### config.mk
export PLATFORM = sky130hd
export DESIGN_NAME = dsp_mac_pipe
export DESIGN_NICKNAME = d
export VERILOG_FILES = /design/src/rtl/dsp_mac_pipe.sv
export SDC_FILE = /design/constraint.sdc
export NUM_CORES = 2
export LEC_CHECK = 0
export ABC_CLOCK_PERIOD_IN_PS = 28300
export CORE_ASPECT_RATIO = 0.9
export CORE_MARGIN = 4
export CORE_UTILIZATION = 45
export DETAILED_ROUTE_END_ITERATION = 8
export GPL_TIMING_DRIVEN = 0
export PLACE_DENSITY = 0.65
export SYNTH_ARGS = -nofsm -noshare
export SYNTH_HDL_FRONTEND = slang
export SYNTH_SLANG_ARGS = --single-unit
### constraint.sdc
create_clock -name clk -period 28.3 [get_ports clk]
set_clock_uncertainty 0.05 [all_clocks]
set_input_delay 8.49 -clock clk [delete_from_list [all_inputs] [get_ports clk]]
set_output_delay 8.49 -clock clk [all_outputs]
set_load 0.02 [all_outputs]
### src/rtl/dsp_mac_pipe.sv
// Flow-controlled pre-add / multiply / post-add MAC pipeline (DSP48A1 successor).
// Three valid/ready stages advance together; the stage-3 register doubles as the accumulator.
module dsp_mac_pipe #(
  parameter int A_WIDTH  = 18,
  parameter int B_WIDTH  = 18,
  parameter int P_WIDTH  = 48,
  parameter int SATURATE = 0
) (
  input  logic               clk,
  input  logic               RSTN,
  input  logic               in_valid,
  output logic               in_ready,
  input  logic [A_WIDTH-1:0] A,
  input  logic [B_WIDTH-1:0] B,
  input  logic [B_WIDTH-1:0] D,
  input  logic [P_WIDTH-1:0] C,
  input  logic [4:0]         OPMODE,
  input  logic               CARRYIN,
  input  logic               ACC_CLR,
  output logic               out_valid,
  input  logic               out_ready,
  output logic [P_WIDTH-1:0] P,
  output logic               CARRYOUT,
  output logic               OVERFLOW
);

  localparam int M_WIDTH = A_WIDTH + B_WIDTH;

  typedef enum logic [2:0] {
    OP_MUL   = 3'b000,
    OP_ADDC  = 3'b001,
    OP_SUBC  = 3'b010,
    OP_ACC   = 3'b011,
    OP_DEC   = 3'b100,
    OP_PASSC = 3'b101
  } post_op_e;

  logic                      w_adv;
  logic                      r_s1_valid;
  logic signed [A_WIDTH-1:0] r_s1_a;
  logic signed [B_WIDTH-1:0] r_s1_b;
  logic signed [B_WIDTH-1:0] r_s1_d;
  logic        [P_WIDTH-1:0] r_s1_c;
  logic        [4:0]         r_s1_op;
  logic                      r_s1_ci;
  logic                      r_s1_clr;

  logic signed [B_WIDTH-1:0] w_bp;
  logic signed [M_WIDTH-1:0] w_m;

  logic                      r_s2_valid;
  logic signed [M_WIDTH-1:0] r_s2_m;
  logic        [P_WIDTH-1:0] r_s2_c;
  post_op_e                  r_s2_post;
  logic                      r_s2_ci;
  logic                      r_s2_clr;

  logic                      r_out_valid;
  logic        [P_WIDTH-1:0] r_p;
  logic                      r_co;
  logic                      r_ov;

  logic signed [P_WIDTH-1:0] w_ms;
  logic        [P_WIDTH-1:0] w_pa;
  logic        [P_WIDTH-1:0] w_x;
  logic                      w_is_add;
  logic                      w_is_sub;
  logic                      w_cin;
  logic        [P_WIDTH:0]   w_add;
  logic        [P_WIDTH:0]   w_sub;
  logic        [P_WIDTH-1:0] w_res;
  logic                      w_co;
  logic                      w_ov;

  assign w_adv    = !r_out_valid || out_ready;
  assign in_ready = w_adv;

  assign out_valid = r_out_valid;
  assign P         = r_p;
  assign CARRYOUT  = r_co;
  assign OVERFLOW  = r_ov;

  assign w_bp = r_s1_op[4] ? (r_s1_op[3] ? r_s1_d - r_s1_b : r_s1_d + r_s1_b) : r_s1_b;
  assign w_m  = M_WIDTH'(r_s1_a) * M_WIDTH'(w_bp);
  assign w_ms = P_WIDTH'(r_s2_m);
  assign w_pa = r_s2_clr ? '0 : r_p;

  always_comb begin
    w_x      = '0;
    w_is_add = 1'b0;
    w_is_sub = 1'b0;
    w_cin    = 1'b0;
    case (r_s2_post)
      OP_ADDC: begin w_x = r_s2_c; w_is_add = 1'b1; w_cin = r_s2_ci; end
      OP_SUBC: begin w_x = r_s2_c; w_is_sub = 1'b1; end
      OP_ACC:  begin w_x = w_pa;   w_is_add = 1'b1; end
      OP_DEC:  begin w_x = w_pa;   w_is_sub = 1'b1; end
      default: ;
    endcase

    w_add = {1'b0, w_x} + {1'b0, w_ms} + {{P_WIDTH{1'b0}}, w_cin};
    w_sub = {1'b0, w_x} - {1'b0, w_ms};

    w_res = w_ms;
    w_co  = 1'b0;
    w_ov  = 1'b0;
    if (w_is_add) begin
      w_res = w_add[P_WIDTH-1:0];
      w_co  = w_add[P_WIDTH];
      w_ov  = (w_x[P_WIDTH-1] == w_ms[P_WIDTH-1]) && (w_add[P_WIDTH-1] != w_x[P_WIDTH-1]);
    end else if (w_is_sub) begin
      w_res = w_sub[P_WIDTH-1:0];
      w_co  = !w_sub[P_WIDTH];
      w_ov  = (w_x[P_WIDTH-1] != w_ms[P_WIDTH-1]) && (w_sub[P_WIDTH-1] != w_x[P_WIDTH-1]);
    end else if (r_s2_post == OP_PASSC) begin
      w_res = r_s2_c;
    end

    // On overflow the true result always carries the sign of the first operand.
    if ((SATURATE != 0) && w_ov)
      w_res = w_x[P_WIDTH-1] ? {1'b1, {(P_WIDTH-1){1'b0}}} : {1'b0, {(P_WIDTH-1){1'b1}}};
  end

  always_ff @(posedge clk) begin
    if (!RSTN) begin
      r_s1_valid  <= 1'b0;
      r_s1_a      <= '0;
      r_s1_b      <= '0;
      r_s1_d      <= '0;
      r_s1_c      <= '0;
      r_s1_op     <= '0;
      r_s1_ci     <= 1'b0;
      r_s1_clr    <= 1'b0;
      r_s2_valid  <= 1'b0;
      r_s2_m      <= '0;
      r_s2_c      <= '0;
      r_s2_post   <= OP_MUL;
      r_s2_ci     <= 1'b0;
      r_s2_clr    <= 1'b0;
      r_out_valid <= 1'b0;
      r_p         <= '0;
      r_co        <= 1'b0;
      r_ov        <= 1'b0;
    end else if (w_adv) begin
      r_s1_valid <= in_valid;
      r_s1_a     <= A;
      r_s1_b     <= B;
      r_s1_d     <= D;
      r_s1_c     <= C;
      r_s1_op    <= OPMODE;
      r_s1_ci    <= CARRYIN;
      r_s1_clr   <= ACC_CLR;

      r_s2_valid <= r_s1_valid;
      r_s2_m     <= w_m;
      r_s2_c     <= r_s1_c;
      r_s2_post  <= post_op_e'(r_s1_op[2:0]);
      r_s2_ci    <= r_s1_ci;
      r_s2_clr   <= r_s1_clr;

      r_out_valid <= r_s2_valid;
      if (r_s2_valid) begin
        r_p  <= w_res;
        r_co <= w_co;
        r_ov <= w_ov;
      end
    end
  end

endmodule

==> reports/qor.yml <==
synthesis.area_um2: 29000
worstMarginPinSlew_ns: 1.43
coreArea_um2: 64000
grt_pass1_vias: 26418
synthTopCellsByCount: "nand2_1 (678), inv_1 (467), a21oi_1 (383), fa_1 (333), dfxtp_1 (251)"
die-area_um2: 68600
clockBufferDepth: 3
syn-num-nets: 4330
globalplace.congestion: 1.02
crit_slowest_cell: "clkdlybuf4s50_1"
drive_above_1_share: 0.0313
start_kind: "primary input"
grtUsageTotal: 0.308
cts_resized: 0
grt_start_max_net_pins: 18
netlist.top_cell.by_area: "fa_1"
initial_utilization: 0.454
syn_avg_cell_area_um2: 7.89
hold_path.class: "register to register"
cts_root_buffer: "clkbuf_16"
arrival_ns: 11.10
hpwl_um: 86600
drt_iter0_drc: 2770
drv_slew: 0
clock.fmax_mhz: 50.9
yosysMostFrequentCell: "nand2_1"
ys_ff_latch: 251
fin_tns_setup_ns: 0
antenna_found_initial: 0
yosys_warnings: 0
grt_first_pass_wirelength_um: 163000
synthToLayoutAreaGrowth_pct: 12.9
relSlewSlack: 0.0191
syn_inst: 3676
worstSetupPathType: "primary input to output port"
setup_violations: 0
clk_latency_ns: 0.64
fp.dieW_um: 276
cp.required_ns: 19.76
final_net_count: 4526
overflow: 0
cp_num_buf_inv: 5
ys_seq_area_frac: 0.173
crit_path_end_kind: "output port"
synth.area.top_cells: "fa_1 (23%), dfxtp_1 (17%), ha_1 (9.0%)"
rows: 88
path_clk_slew_ns: 0.07
synth_cell_types: 94
wl_per_cell_um: 22.7
antenna_cells: 0
synth_edf_count: 0
numPortBuffers: 164
cap_violations: 0
cts_inserted_buffers: 30
crit_chain: "clkdlybuf4s50_1, nor2b_1, inv_1, clkbuf_1, clkbuf_1, clkdlybuf4s50_1"
crit_family: "buffers and inverters"
drt_pass1_iterations: 8
io_pins: 165
final_util: 0.512
period_share: 0.694
cts_tree: "done"
status: "finished, final reports clean"
ys.flop_type: "dfxtp_1"
power_leakage_nw: 14.5
finalCriticalPeriod_ns: 19.64
async_flop_share: 0
synth_top_area_share: 0.230
max_stage_delay_ns: 0.78
vdd_ir_drop_max_mv: 0.0807
fp.dieH_um: 249
post_cts_buffers: 0
clock-sinks: 251
drc: 0
vias_per_cell: 5.75
via_count: 27333
cts_hold_buffers: 0
drtAntennaViolNets: 0
critPathMaxFanout: 10
grt_setup_unrepaired: "no"
reg2reg_slack_ns: 17.06
cts-htree-levels: 1
wl_um: 108000
hold_viol: 0
p_per_area_nw_per_um2: 86.0
==> cells by family (layout without fill, tap and decap cells) <==
logic type | count (synthesis) | after routing | synth area share
simple gates | 1172 | 1172 | 0.178
compound gates | 892 | 892 | 0.196
buf+inv | 692 | 911 | 0.0935
fa+ha+maj | 541 | 541 | 0.319
flops | 251 | 251 | 0.173
xor+xnor | 108 | 108 | 0.0326
mux | 20 | 20 | 0.00772
==> where the power goes <==
| part | switching (W) | leakage [nW] | internal (W) |
|---|---|---|---|
| combinational | 0.00116 | 11.9 | 0.000801 |
| sequential | 0.0000570 | 2.07 | 0.000398 |
| clock | 0.000180 | 0.481 | 0.000224 |
| total | 0.00139 | 14.5 | 0.00142 |
==> through the flow <==
stage               cell area, um^2  total power [W]  worst slack, ns  hold WS (ns)  instances
finish                        32700          0.00282             8.66         0.379       4750
global route                  32700          0.00308             8.51         0.409       4750
CTS                           32700          0.00280             8.65         0.383       4750
detailed placement            31700          0.00239             8.63         0.395       4695
global placement              31700          0.00236             8.68         0.389       4695
floorplan                     29000          0.00189            10.48         0.382       3676
==> cells in the final DEF, fill, tap and decap left out, drive strengths merged, types with 17 or more instances in the layout <==
cell           synthesis  layout
o22ai                 32      32
buf                   26      26
clkbuf               194     231
o211ai                19      19
a21o                  29      29
o21bai                20      20
clkdlybuf4s50          0     164
a221o                 17      17
a221oi                26      26
nand2                679     679
a211oi                27      27
nand2b                38      38
nor3                  32      32
nor2b                 47      47
o31ai                 19      19
nor2                 172     172
dfxtp                251     251
inv                  469     471
fa                   333     333
a21oi                384     384
nand3                 37      37
and2                  98      98
o21ai                134     134
ha                   208     208
a22o                  54      54
xor2                  21      21
xnor2                 87      87
a31oi                 19      19
==> layer usage <==
metal	wire length (um)	global-route usage
met5	0	0
met4	4190	0.0980
met3	9710	0.0459
met2	47300	0.480
met1	46500	0.440
==> flip-flops by register name, summed over array words and instances, names as in the netlist <==
name,count
r_s2_clr,1
r_s2_m,36
r_s2_ci,1
r_s1_clr,1
r_s1_d,18
r_s2_post,3
P,48
r_s2_valid,1
r_s1_op,5
OVERFLOW,1
CARRYOUT,1
r_s1_c,48
r_s1_b,18
r_s2_c,48
r_s1_valid,1
out_valid,1
r_s1_ci,1
r_s1_a,18
==> layout make-up <==
| class | instances | area (um^2) |
|---|---|---|
| Fill cell | 6301 | 31200 |
| Multi-Input combinational cell | 2733 | 21300 |
| Sequential cell | 251 | 5020 |
| Inverter | 470 | 1760 |
| Timing Repair Buffer | 164 | 1640 |
| Tap cell | 855 | 1070 |
| Buffer | 222 | 948 |
| Clock buffer | 37 | 807 |
| Clock inverter | 18 | 209 |
==> worst paths after layout <==
kind | from | to | cells after the start
hold reg to reg | r_s1_c[33] | r_s2_c[33] | 2
setup / recovery | out_ready | in_ready | 6
setup reg to reg | r_s1_op[3] | r_s2_m[35] | 36
hold / removal | r_s1_c[33] | r_s2_c[33] | 2
==> tightest hold or removal path: cells and delay by family, from the launching register on <==
kind / cells / cell delay (ns)
AOI/OAI and AO/OA: 1 / 0.06
DFF: 1 / 0.31
and+or+nand+nor: 1 / 0.06
No activity file was read; power rests on OpenSTA's default activity.
